[src/rtl/player_motion_pkg.sv]
// player_motion_pkg: state encoding, shared arena constants and the clamped forward-move helper
// used by the player motion controllers.
package player_motion_pkg;

    localparam int SCREEN_REF = 885;
    localparam int WIDTH      = 64;

    typedef enum logic [2:0] {
        IDLE    = 3'd0,
        WALK    = 3'd1,
        LUNGE   = 3'd2,
        RECOVER = 3'd3
    } state_e;

    // A position already past the limit holds still rather than snapping backward.
    function automatic logic [11:0] fwd_move(input logic [12:0] p, input logic [12:0] s, input logic [12:0] l);
        return 12'(p > l ? p : (p + s > l ? l : p + s));
    endfunction

endpackage

[src/rtl/frame_tick_gen.sv]
// frame_tick_gen: one-cycle pulse on each rising edge of vsync.
module frame_tick_gen (
    input  logic clk,
    input  logic rst,
    input  logic vsync_i,
    output logic tick_o
);
    logic vsync_q;

    always_ff @(posedge clk or posedge rst) begin
        if (rst) vsync_q <= 1'b0;
        else     vsync_q <= vsync_i;
    end

    assign tick_o = vsync_i & ~vsync_q;
endmodule

[src/rtl/player_r_motion_ctl.sv]
// player_r_motion_ctl: frame-rate walk/lunge/recover sequencer for the right player sprite.
// Define PLAYER_R_MOTION_SYNC_EN to pass the buttons through 2-flop synchronisers.
module player_r_motion_ctl
    import player_motion_pkg::*;
#(
    parameter int SCREEN_REF     = player_motion_pkg::SCREEN_REF,
    parameter int WIDTH          = player_motion_pkg::WIDTH,
    parameter int X_START        = 0,
    parameter int X_MAX          = 820,
    parameter int STEP           = 2,
    parameter int LUNGE_STEP     = 6,
    parameter int LUNGE_FRAMES   = 8,
    parameter int RECOVER_FRAMES = 12
) (
    input  logic        clk,
    input  logic        reset,
    input  logic        vsync_in,
    input  logic        left,
    input  logic        right,
    input  logic        lunge,
    input  logic [11:0] xpos_playerL,
    output logic [11:0] RP_x_pos,
    output logic [2:0]  state_out,
    output logic        lunge_active,
    output logic        hit
);
    localparam int CW = $clog2(LUNGE_FRAMES > RECOVER_FRAMES ? LUNGE_FRAMES : RECOVER_FRAMES);

    logic          tick;
    logic [2:0]    btn;
    state_e        state_q, state_d;
    logic [11:0]   pos_q, pos_d, walk_fwd, walk_back, lunge_fwd;
    logic [CW-1:0] cnt_q, cnt_d;
    logic          hit_q, hit_d, lact_q;
    logic [12:0]   pos, opp_edge, fwd_lim, lim;
    logic          lunge_hit;

    frame_tick_gen u_tick (
        .clk     (clk),
        .rst     (reset),
        .vsync_i (vsync_in),
        .tick_o  (tick)
    );

`ifdef PLAYER_R_MOTION_SYNC_EN
    logic [2:0] sync1_q, sync2_q;

    always_ff @(posedge clk or posedge reset) begin
        if (reset) begin
            sync1_q <= '0;
            sync2_q <= '0;
        end else begin
            sync1_q <= {lunge, right, left};
            sync2_q <= sync1_q;
        end
    end

    assign btn = sync2_q;
`else
    assign btn = {lunge, right, left};
`endif

    assign pos       = {1'b0, pos_q};
    assign opp_edge  = {1'b0, xpos_playerL} + 13'(WIDTH);
    assign fwd_lim   = opp_edge >= 13'(SCREEN_REF) ? '0 : 13'(SCREEN_REF) - opp_edge;
    assign lim       = fwd_lim < 13'(X_MAX) ? fwd_lim : 13'(X_MAX);
    assign walk_fwd  = fwd_move(pos, 13'(STEP), lim);
    assign lunge_fwd = fwd_move(pos, 13'(LUNGE_STEP), lim);
    assign walk_back = pos_q >= 12'(STEP) ? pos_q - 12'(STEP) : '0;
    // Only the opponent limit counts as contact; stopping at X_MAX is silent.
    assign lunge_hit = pos + 13'(LUNGE_STEP) > fwd_lim;

    always_comb begin
        state_d = state_q;
        pos_d   = pos_q;
        cnt_d   = cnt_q;
        hit_d   = 1'b0;
        if (tick) begin
            case (state_q)
                IDLE, WALK: begin
                    if (btn[2]) begin
                        pos_d   = lunge_fwd;
                        hit_d   = lunge_hit;
                        state_d = lunge_hit ? RECOVER : LUNGE;
                        cnt_d   = lunge_hit ? CW'(RECOVER_FRAMES - 1) : CW'(LUNGE_FRAMES - 1);
                    end else if (btn[0] ^ btn[1]) begin
                        state_d = WALK;
                        pos_d   = btn[0] ? walk_fwd : walk_back;
                    end else begin
                        state_d = IDLE;
                    end
                end
                LUNGE: begin
                    if (lunge_hit || cnt_q == '0) begin
                        pos_d   = lunge_hit ? lunge_fwd : pos_q;
                        hit_d   = lunge_hit;
                        state_d = RECOVER;
                        cnt_d   = CW'(RECOVER_FRAMES - 1);
                    end else begin
                        pos_d = lunge_fwd;
                        cnt_d = cnt_q - 1'b1;
                    end
                end
                RECOVER: begin
                    state_d = cnt_q == '0 ? IDLE : RECOVER;
                    cnt_d   = cnt_q == '0 ? cnt_q : cnt_q - 1'b1;
                end
                default: state_d = IDLE;
            endcase
        end
    end

    always_ff @(posedge clk or posedge reset) begin
        if (reset) begin
            state_q <= IDLE;
            pos_q   <= 12'(X_START);
            cnt_q   <= '0;
            hit_q   <= 1'b0;
            lact_q  <= 1'b0;
        end else begin
            state_q <= state_d;
            pos_q   <= pos_d;
            cnt_q   <= cnt_d;
            hit_q   <= hit_d;
            lact_q  <= state_d == LUNGE;
        end
    end

    assign RP_x_pos     = pos_q;
    assign state_out    = state_q;
    assign lunge_active = lact_q;
    assign hit          = hit_q;
endmodule

[config.mk]
export PLATFORM = sky130hd
export DESIGN_NAME = player_r_motion_ctl
export DESIGN_NICKNAME = d
export VERILOG_FILES = /design/src/rtl/player_motion_pkg.sv /design/src/rtl/frame_tick_gen.sv /design/src/rtl/player_r_motion_ctl.sv
export SDC_FILE = /design/constraint.sdc
export NUM_CORES = 1
export LEC_CHECK = 0
export CAP_MARGIN = 20
export CORE_ASPECT_RATIO = 1.1
export CORE_MARGIN = 2
export CORE_UTILIZATION = 50
export DETAILED_ROUTE_END_ITERATION = 7
export DONT_BUFFER_PORTS = 1
export SLEW_MARGIN = 10
export SYNTH_ARGS = -nofsm -noshare
export SYNTH_HDL_FRONTEND = slang
export SYNTH_HIERARCHICAL = 1
export SYNTH_SLANG_ARGS = --single-unit
[constraint.sdc]
create_clock -name clk -period 8.23 [get_ports clk]
set_clock_uncertainty 0.1 [all_clocks]
set_input_delay 2.0575 -clock clk [delete_from_list [all_inputs] [get_ports clk]]
set_output_delay 2.0575 -clock clk [all_outputs]
set_load 0.03 [all_outputs]
## Yosys cells after proc, flatten, opt, wreduce, memory -nomap -nowiden

Index checks and enable logic that the tools add are counted.

- Flip-flop bits (word level): 22
- Input port bits: 18
- Output and inout bits: 17
- Word-level logic and storage cells: 68

- $add $sub $neg: 6
- Order comparisons: 7
- Equal/unequal tests: 9
- Muxes and demuxes: 29
- Bitwise logic cells: 3
- Reduce and logical (&&, ||, !) cells: 8

Operators by type and width:

| kind | count |
|---|---|
| $mux 12 | 10 |
| $gt 13x13->1 | 3 |
| $mux 13 | 2 |
| $pmux 12 s2 | 1 |
| $mux 4 | 4 |
| $add 12x2->13 const B | 1 |
| $add 12x3->13 const B | 1 |
| $add 12x7->13 const B | 1 |
| $ge 13x10->1 const B | 1 |
| $gt 12x13->1 | 1 |
| $lt 13x10->1 const B | 1 |
| $sub 10x13->13 const A | 1 |
| $ge 12x2->1 const B | 1 |
| $pmux 4 s3 | 1 |
| $sub 12x2->12 const B | 1 |
| $eq 3x2->1 const B | 3 |
| $pmux 3 s3 | 1 |
| $mux 3 | 2 |
| $ne 3x3->1 const B | 2 |
| $mux 1 | 5 |
| $reduce_and 5->1 | 1 |
| $logic_not 4->1 | 1 |
| $mux 2 | 2 |
| $ne 2x2->1 const B | 2 |
| other kinds (13) | 13 |

## Longest topological paths before layout

Gate-level depths: netlist of the first run.

- Depth in word-level cells: 12
- Gate-level depth with buffers: 21
- Mapped depth without buffers: 19

## Cells and area by module

Netlist of the first run, hierarchy kept.

By module, submodules not included:

| module | times used | cells each | area each (um^2) | sequential area each (um^2) |
|---|---|---|---|---|
| player_r_motion_ctl | 1 | 508 | 3921.3 | 525.5 |
| frame_tick_gen | 1 | 3 | 42.5 | 25.0 |

## Worst setup path before layout of the first run

No wires, ideal clock.

- Path kind: input to register
- From: input xpos_playerL[6]
- To: register pos_q[1] (netlist: RP_x_pos[1])
- Library setup time: 104 ps
- Arrival: 5907 ps
- Required time: 8026 ps
- Path slack: 2119 ps
- Stages on the path: 21
- Path buffers: 3
- Cells stage by stage: ha_1 -> buf_2 -> and4_1 -> o211ai_1 -> a21oi_2 -> a21boi_2 -> buf_2 -> nand2_1 -> ha_1 -> nor2b_1 -> o21a_1 -> o21a_1 -> o21a_1 -> o21a_1 -> o21ai_0 -> a21o_1 -> a311o_1 -> a21o_1 -> clkbuf_1 -> o31ai_1 -> a221oi_1

- Longest elaborated chain between the ends: 12
- Elaborated cells on any way between the ends: 24
- Classes of those cells: add/sub (2); order compare (6); eq/ne (2); mux (12); reduce/logical (2)

RTL lines:

| what | line | text |
|---|---|---|
| start: declaration | player_r_motion_ctl.sv:21 | `input logic [11:0] xpos_playerL,` |
| $add 12x7->13 (*) | player_r_motion_ctl.sv:64 | `assign opp_edge = {1'b0, xpos_playerL} + 13'(WIDTH);` |
| $sub 10x13->13 / $ge 13x10->1 (equally long branches) | player_r_motion_ctl.sv:65 | `assign fwd_lim = opp_edge >= 13'(SCREEN_REF) ? '0 : 13'(SCREEN_REF) - opp_edge;` |
| $mux 13 (*) | player_r_motion_ctl.sv:65 |  |
| $lt 13x10->1 | player_r_motion_ctl.sv:66 | `assign lim = fwd_lim < 13'(X_MAX) ? fwd_lim : 13'(X_MAX);` |
| $mux 13 | player_r_motion_ctl.sv:66 |  |
| $gt 13x13->1 | player_motion_pkg.sv:17 | `return 12'(p > l ? p : (p + s > l ? l : p + s));` |
| $mux 12 (2 in series) | player_motion_pkg.sv:17 |  |
| $mux 12 | player_r_motion_ctl.sv:88 | `pos_d = btn[0] ? walk_fwd : walk_back;` |
| $mux 12 | player_r_motion_ctl.sv:86 | `end else if (btn[0] ^ btn[1]) begin` |
| $mux 12 | player_r_motion_ctl.sv:81 | `if (btn[2]) begin` |
| $pmux 12 s2 | player_r_motion_ctl.sv:79 | `case (state_q)` |
| end signal: assignment | player_r_motion_ctl.sv:116 | `pos_q <= 12'(X_START);` |
| end signal: assignment | player_r_motion_ctl.sv:122 | `pos_q <= pos_d;` |
| end: declaration | player_r_motion_ctl.sv:32 | `logic [11:0] pos_q, pos_d, walk_fwd, walk_back, lunge_fwd;` |

Mark *: on every way between the ends. The rest lies on a longest branch, timed or not. The select of a mux whose other input is x is not followed.
A chain may end at the register's enable or synchronous reset.

## Worst setup path after layout of the first run

- From: input xpos_playerL[6]
- To: register pos_q[8] (netlist: RP_x_pos[8])

The elaborated chain is that of the path after synthesis.

==> results of run 1 <==
worst paths after layout:
check	endpoint	slack, ns	depth (start not counted)
max in group asynchronous	RP_x_pos[8]	5.79	1
max reg2reg	RP_x_pos[4]	3.06	16
min in group asynchronous	u_tick/vsync_q	1.39	1
max	RP_x_pos[8]	1.40	17
min reg2reg	cnt_q[3]	0.45	1
min	cnt_q[3]	0.45	1
Yosys cell counts, drive strengths merged (4+ instances only):
master | instances | area (µm²)
a2111oi | 4 | 35.0
a211oi | 7 | 70.1
a21boi | 9 | 82.6
a21o | 13 | 97.6
a21oi | 23 | 138
a221oi | 4 | 35.0
a31oi | 6 | 37.5
and2 | 7 | 43.8
and3 | 10 | 62.6
buf | 11 | 71.3
clkbuf | 15 | 56.3
dfrtp | 22 | 551
ha | 43 | 538
inv | 33 | 124
maj3 | 6 | 61.3
mux2i | 8 | 80.1
nand2 | 44 | 165
nand2b | 4 | 25.0
nand3 | 26 | 130
nand4 | 11 | 68.8
nor2 | 40 | 150
nor2b | 8 | 57.6
nor3 | 12 | 65.1
nor4 | 5 | 31.3
o211ai | 6 | 45.0
o21a | 9 | 68.8
o21ai | 22 | 114
o221ai | 8 | 76.3
o31ai | 5 | 70.1
or2 | 5 | 31.3
xnor2 | 25 | 219
xor2 | 14 | 123
power by group through the flow:
stage	registers (mW)	clock network, mW	logic, mW
2_1_floorplan	0.245	0	0.792
3_3_place_gp	0.334	0	0.910
3_5_place_dp	0.332	0	0.916
4_1_cts	0.330	0.105	0.923
5_1_grt	0.340	0.110	1.04
6_report	0.330	0.105	0.940
routing by layer:
layer,vias up,track usage [%]
met5,-,0
met4,0,7.69
met3,26,3.99
met2,150,44.6
met1,1770,36.8
li1,1846,-
cell families after synthesis:
group,share of synthesized area (%)
adders and majority gates,15.1
xor gates and xnor gates,8.62
AOI/OAI and AO/OA,28.6
other,0.0946
buffers and inverters,6.34
muxes,2.87
and+or+nand+nor,24.5
DFF,13.9
stage by stage:
stage / cell area (µm²) / instances
after floorplan: 3990 / 519
after global placement: 4000 / 601
after detailed placement: 4000 / 601
after CTS: 4070 / 605
after global routing: 4070 / 605
final: 4070 / 605
layout make-up:
type / count / area share (%)
Clock buffer: 3 / 1.01
Clock inverter: 1 / 0.737
Inverter: 33 / 3.04
Multi-Input combinational cell: 438 / 78.4
Sequential cell: 22 / 13.5
Tap cell: 108 / 3.32
worst max-delay path, cell delays in order:
cell and delay [ns]:
inv_1 0.02, ha_1 0.32, nor3_1 0.35, a21o_1 0.23
o21ai_0 0.22, nor3_1 0.55, nand2_1 0.24, ha_1 0.39
and3_1 0.16, o211ai_1 0.08, o21ai_0 0.23, nand3_1 0.13
o31a_2 0.37, a21oi_2 0.56, a21o_1 0.46, o21ai_1 0.15
a221o_1 0.36
registers in the layout (all words and copies together), names as in the netlist:
signal          count
RP_x_pos           12
cnt_q               4
state_out           3
hit                 1
lunge_active        1
u_tick/vsync_q      1
cells in the final DEF (no fill, tap or decap), types with 3 or more instances in the layout:
cell type	synthesis	routed
clkbuf_8	0	3
a21oi_1	19	19
xor2_1	14	14
nor2_1	40	40
maj3_1	5	5
a21boi_0	7	7
o21a_1	8	8
o21ai_0	19	19
conb_1	1	9
ha_1	43	43
a21oi_2	3	3
mux2_2	3	3
and3_1	10	10
a221o_1	3	3
nand2b_1	4	4
mux2i_1	8	8
a21o_1	13	13
o211ai_1	6	6
or2_2	5	5
nor2b_1	7	7
a221oi_1	4	4
dfrtp_1	22	22
nand4_1	11	11
a31oi_1	6	6
nand3_1	26	26
a2111oi_0	4	4
or3_1	3	3
nor4_1	5	5
inv_1	32	32
o221ai_1	7	7
nand2_1	44	44
a211oi_1	5	5
nor3b_1	3	3
xnor2_1	25	25
and2_1	7	7
nor3_1	11	11
==> flow_summary.toml, run 1 <==
[run_status]
status = "finished clean"

[placement]
dp_hpwl_um = 9240
portBuffers = 0
pre_cts_ws_ns = 1.16
gp_congestion = 0.913

[synthesis]
yosys_register_bits = 22
synthFlopType = "dfrtp_1"
synth_warnings = 6
synth_edf_count = 0
syn-cell-area_um2 = 3960
netlist_instances = 511
async_flop_share_pct = 100
syn_area_per_cell_um2 = 7.76
ys_seq_area_share_pct = 13.9
synth.distinct_cells = 81

[clocking]
clockBufferDepth = 2
cts_tree = "yes"
htree_num_levels = 1
cts.sinks = 22
cts_buffers = 3
ctsResizeCount = 0
cts_setup_buffers = 0
clk_pin_slew_ns = 0.09
ctsHoldBuffers = 0
cts.root.buffer_cell = "clkbuf_8"
clkLatencyLatePin_ns = 0.27

[timing]
rsz0062_at_grt = "false"
fin_tns_setup_ns = 0
drv_slew = 0
period_share_pct = 82.9
period_minus_slack_ns = 6.83
hold_slack_ns = 0.447
max_freq_mhz = 146
maxSlewHeadroom_pct = 34.7
worstMarginPinSlew_ns = 0.976
hold_violations = 0
post-route-worst-setup-slack_ns = 1.40
setup_viol = 0

[flow_run]
maxCapViolations = 0

[worst_setup_path]
start_kind = "primary input"
crit_arrival_ns = 6.89
cp-end-kind = "flip-flop"
crit_start = "xpos_playerL[6]"
critPathRequiredTime_ns = 8.29
crit_fanout = 12
path_class = "primary input to flip-flop"
r2r-start = "RP_x_pos[1]"

[power_and_ir_drop]
p_switching_mw = 0.773
p_leak_nw = 1.69
power_switching_share_pct = 56.3
p_comb_share_pct = 68.4
p_per_area_nw_per_um2 = 337
power_mw = 1.37
ir_drop_uv = 115
p_int_mw = 0.601
clkPwrFrac_pct = 7.6
pwr-share-seq_pct = 24.0

[route]
wl_met2_um = 5490
wl_met1_um = 4940
first_pass_iters = 5
highest_layer = "met4"
vias = 3792
routedWlPerCell_um = 18.9
drtAntennaViolNets = 0
routed_wirelength_um = 11400
drt_iter0_drc = 317
drc = 0
wl_met3_um = 630
vias_per_cell = 6.27

[cells_and_area]
postLayoutCoreUtil_pct = 52.3
fillerInstances = 775
fin_nets = 559
antenna_cells = 0
syn_to_final_growth_pct = 2.75
register_area_um2 = 551
drive_gt1_share_pct = 7.65
multi_input_area_um2 = 3190

[die]
io_pins = 35
core_area_um2 = 7780
start_util_pct = 50.9
die_area_um2 = 8660
die_y_um = 97.4
die_x_um = 88.9
num_rows = 34

[global_route]
grt_max_degree = 22
grt-ovfl-total = 0
grt_pass1_vias = 3760
antenna_found_initial = 0
globalRouteTotalUtil_pct = 27.3
grt_pass1_wl_um = 18900

[min_path]
min_from = "cnt_q[3]"
hold_path.class = "flip-flop to flip-flop"
Note: power is estimated with default switching activity, not from simulation.
==> run 2, diff against run 1 <==
PLACE_DENSITY = 0.68   (was unset)
clock period = 5.85 ns   (was 8.23 ns; I/O delays follow)
==> run 2 against run 1 <==
Routed wire length increased by 0.47%. Global-route usage grew 0.33 points. Combinational power rose by 53%. Sequential cell count did not move. Total power is 46% higher. Largest cell class unchanged.
==> flow_summary.toml, run 2 (same netlist as run 1, synthesis figures left out) <==
[run_status]
status = "finished clean"

[route]
first_pass_iters = 6
drc = 0
routed_wirelength_um = 11500
vias_per_cell = 6.28
routedWlPerCell_um = 18.5
drtAntennaViolNets = 0
drt_iter0_drc = 328
vias = 3914

[worst_setup_path]
slowest_delay_ns = 0.48
cp_slowest_cell = "a2111oi_0"
critPathRequiredTime_ns = 5.87
path_class = "primary input to flip-flop"
path_common_cell = "a21o_1"
start_kind = "primary input"
cp-end-kind = "flip-flop"
path_buf_inv = 0
crit_fanout = 12
crit_family = "compound AO/OA/AOI/OAI gates"
r2r-start = "RP_x_pos[2]"
crit_chain = "ha_1 -> and4_1 -> o211ai_1 -> a21o_1 -> o21ai_0 -> nor3_1 -> nand2_1 -> ha_1 -> a21o_1 -> maj3_2 -> a311oi_1 -> o31a_2 -> a21oi_2 -> a21o_1 -> a2111oi_0 -> a221oi_1"
reg2reg_slack_ns = 0.96
crit_start = "xpos_playerL[6]"
crit_arrival_ns = 5.70

[cells_and_area]
fillerInstances = 753
layout_commonest_cell = "nand2_1"
syn_to_final_growth_pct = 6.22
antenna_cells = 0
fin_nets = 577
drive_gt1_share_pct = 10.9
final_cell_mix = "nand2_1 (44), ha_1 (43), nor2_1 (40)"
largest_reg_flops = 12

[timing]
maxSlewHeadroom_pct = 46.4
fin_tns_setup_ns = 0
hold_violations = 0
period_minus_slack_ns = 5.68
post-route-worst-setup-slack_ns = 0.171
rsz0062_at_grt = "false"
worstMarginPinSlew_ns = 0.797
setup_viol = 0
drv_slew = 0
period_share_pct = 97.1
max_freq_mhz = 176

[die]
die_area_um2 = 8660
die_x_um = 88.9
num_rows = 34
start_util_pct = 50.9
io_pins = 35
die_y_um = 97.4
core_area_um2 = 7780

[power_and_ir_drop]
p_leak_nw = 1.77
p_per_area_nw_per_um2 = 475
ir_drop_uv = 234

[clocking]
clkLatencyLatePin_ns = 0.26
clockBufferDepth = 2
htree_num_levels = 1
cts_tree = "yes"
ctsHoldBuffers = 0
cts_buffers = 3
cts.sinks = 22
clk_pin_slew_ns = 0.08
cts.root.buffer_cell = "clkbuf_8"

[global_route]
grt_pass1_wl_um = 19100
globalRouteTotalUtil_pct = 27.6
grt-ovfl-total = 0
antenna_found_initial = 0
grt_max_degree = 22
grt_pass1_vias = 3910

[placement]
dp_hpwl_um = 9280
gp_congestion = 1.02
pre_cts_ws_ns = 0.0658
portBuffers = 0

[flow_run]
maxCapViolations = 0

[min_path]
min_from = "cnt_q[0]"
hold_path.class = "flip-flop to flip-flop"
-- run 2: changes by cell type in the layout (fill, tap and decap cells not counted) --
cell	before	now
a2111oi_1	0	2
buf_4	0	18
a2111oi_0	4	2
-- run 2: layout make-up --
class                   instances  area, µm²  share of cell area [%]
multi-input cells             438       3190                    75.9
flip-flops and latches         22        551                    13.1
well taps                     108        135                    3.21
clock inverters                 1       30.0                   0.713
inverters                      33        124                    2.94
repair buffers                 18        135                    3.21
clock buffers                   3       41.3                   0.981
-- run 2: path summary, 6_finish.rpt --
path	end	cells past startpoint
min	cnt_q[0]	1
max	RP_x_pos[2]	16
max reg2reg	RP_x_pos[2]	16
min in group asynchronous	u_tick/vsync_q	1
min reg2reg	cnt_q[0]	1
max in group asynchronous	RP_x_pos[3]	1
-- run 2: power breakdown --
group | internal [mW] | total, mW | switching (mW)
clock network | 0.0913 | 0.141 | 0.0496
registers | 0.206 | 0.424 | 0.217
logic | 0.611 | 1.44 | 0.825
total | 0.908 | 2.00 | 1.09
-- run 2: metrics by stage --
stage	hold WS [ns]	util (%)	total power [mW]	cells	area [µm²]
after global placement	0.424	53.1	1.80	619	4140
after CTS	0.444	54.1	1.97	623	4210
after detailed placement	0.417	53.1	1.82	619	4140
final	0.448	54.1	2.00	623	4210
after global routing	0.477	54.1	2.18	623	4210
after floorplan	0.394	-	1.46	519	3990
-- run 2: timing repair --
item | 4_1_cts | 5_1_grt
setup buffers | 0 | 0
endpoints found under the setup margin | 0 | 2
endpoints found under the hold margin | 0 | 0
resized for setup | 0 | 2
-- run 2: worst register-to-register path: cells and delay by family, from the launching register on --
family                   cells  cell delay [ns]
AND/OR/NAND/NOR              2             0.29
AO/OA/AOI/OAI                8             1.95
adder cells (fa/ha/maj)      2             0.65
buffers and inverters        3             0.46
XOR/XNOR                     1             0.49
flip-flops                   1             0.79
-- run 2: routing by layer --
metal,track usage (%),share of wire [%],wire [µm],vias up
li1,-,-,-,1881
met4,7.93,3.2,365,0
met5,0,0,0,-
met2,44.1,46,5320,160
met3,5.27,6.7,767,35
met1,37.3,44,5050,1838
==> run 3, diff against run 2 <==
CTS_BUF_LIST = sky130_fd_sc_hd__clkbuf_16   (was unset)
==> run 3 against run 2 <==
Largest power group unchanged. Cell area increased by 0.92%. Register-to-register slack about the same. Global-route usage increased by 0.27 points. Cell count unchanged. Worst setup slack improved by 0.056 ns.
==> flow_summary.toml, run 3 (same netlist as run 1, synthesis figures left out) <==
[clocking]
clockBufferDepth = 2
cts.root.buffer_cell = "clkbuf_16"
ctsHoldBuffers = 0
htree_num_levels = 1
clk_pin_slew_ns = 0.06
clkLatencyLatePin_ns = 0.26
cts_tree = "yes"
cts.sinks = 22
cts_buffers = 3

[power_and_ir_drop]
power_switching_share_pct = 53.5
p_comb_share_pct = 70.0
pwr-share-seq_pct = 20.7
p_int_mw = 0.954
ir_drop_uv = 253
p_leak_nw = 1.79
p_per_area_nw_per_um2 = 483
power_mw = 2.05
p_switching_mw = 1.10
clkPwrFrac_pct = 9.3

[die]
num_rows = 34
die_y_um = 97.4
die_x_um = 88.9
die_area_um2 = 8660
start_util_pct = 50.9
io_pins = 35
core_area_um2 = 7780

[global_route]
globalRouteTotalUtil_pct = 27.9
antenna_found_initial = 0
grt_max_degree = 22
grt_pass1_vias = 3910
grt-ovfl-total = 0
grt_pass1_wl_um = 19200

[cells_and_area]
register_area_um2 = 551
antenna_cells = 0
largest_reg_flops = 12
layout_commonest_cell = "nand2_1"
syn_to_final_growth_pct = 7.20
multi_input_area_um2 = 3200
final_cell_mix = "nand2_1 (44), ha_1 (43), nor2_1 (40)"
postLayoutCoreUtil_pct = 54.6
drive_gt1_share_pct = 11.1
fin_nets = 577
fillerInstances = 744

[timing]
fin_tns_setup_ns = 0
setup_viol = 0
drv_slew = 0
hold_violations = 0
hold_slack_ns = 0.442
max_freq_mhz = 178
period_share_pct = 96.1
maxSlewHeadroom_pct = 45.9
worstMarginPinSlew_ns = 0.804
period_minus_slack_ns = 5.62

[worst_setup_path]
start_kind = "primary input"
cp-end-kind = "flip-flop"
crit_fanout = 9
critPathRequiredTime_ns = 5.89
path_class = "primary input to flip-flop"
crit_arrival_ns = 5.66

[placement]
gp_congestion = 1.02
dp_hpwl_um = 9280
portBuffers = 0

[route]
vias = 3910
first_pass_iters = 5
drt_iter0_drc = 338
drtAntennaViolNets = 0
routedWlPerCell_um = 18.4
routed_wirelength_um = 11500
drc = 0
vias_per_cell = 6.28

[min_path]
hold_path.class = "flip-flop to flip-flop"

[flow_run]
maxCapViolations = 0

[run_status]
status = "finished clean"
==> run 3: changes by cell type in the layout (fill, tap and decap cells not counted) <==
| cell | delta |
|---|---|
| clkbuf_16 | +3 |
| clkbuf_8 | -3 |
| nor3_1 | -1 |
| nor3_2 | +1 |
==> run 3: power by group through the flow <==
| stage | Sequential [mW] | Combinational, mW | Clock (mW) |
|---|---|---|---|
| 2_1_floorplan | 0.345 | 1.11 | 0 |
| 3_3_place_gp | 0.425 | 1.38 | 0 |
| 3_5_place_dp | 0.425 | 1.40 | 0 |
| 4_1_cts | 0.423 | 1.40 | 0.195 |
| 5_1_grt | 0.437 | 1.59 | 0.204 |
| 6_report | 0.424 | 1.44 | 0.191 |
==> run 3: critical path, stage by stage <==
cell and delay (ns):
inv_1 0.02, ha_1 0.31, nor3_1 0.38, a211o_1 0.20, o2111ai_1 0.23, a21oi_2 0.33, nor3_2 0.11, nand2_1 0.12
ha_1 0.28, a21o_1 0.20, maj3_2 0.30, a311oi_1 0.44, o31a_2 0.26, a21oi_2 0.08, a21oi_1 0.36, nand2b_1 0.20
a221o_1 0.38
==> run 3: layout make-up <==
cell class / instances / share of cell area, %
multi-input cells: 438 / 75.3
flip-flops and latches: 22 / 13.0
repair buffers: 18 / 3.18
well taps: 108 / 3.18
inverters: 33 / 2.92
clock buffers: 3 / 1.77
clock inverters: 1 / 0.707
==> run 3: path summary, 6_finish.rpt <==
path	start	end	slack (ns)	depth (start not counted)
max in group asynchronous	reset	RP_x_pos[10]	4.02	1
hold / removal	cnt_q[3]	cnt_q[3]	0.44	1
hold reg to reg	cnt_q[3]	cnt_q[3]	0.44	1
setup / recovery	xpos_playerL[6]	RP_x_pos[7]	0.23	17
min in group asynchronous	reset	u_tick/vsync_q	0.82	1
setup reg to reg	RP_x_pos[2]	RP_x_pos[7]	0.95	16
==> run 3: repair_timing <==
item,4_1_cts,5_1_grt
endpoints found under the setup margin,0,2
gates resized for setup,0,3
buffers inserted,0,0
==> run 3: layer usage <==
layer  GRT usage, %  vias up  wire (µm)
li1               -     1873          -
met1           37.3     1858       5040
met2           44.2      150       5380
met3           5.01       29        695
met4           10.0        0        356
met5              0        -          0
==> run 3: per-stage QoR <==
step,setup slack [ns],cells,cell area [µm²]
after floorplan,0.334,519,3990
after global placement,0.0989,619,4140
after detailed placement,0.0658,619,4140
after CTS,0.318,623,4240
after global routing,-0.00439,623,4250
final,0.227,623,4250
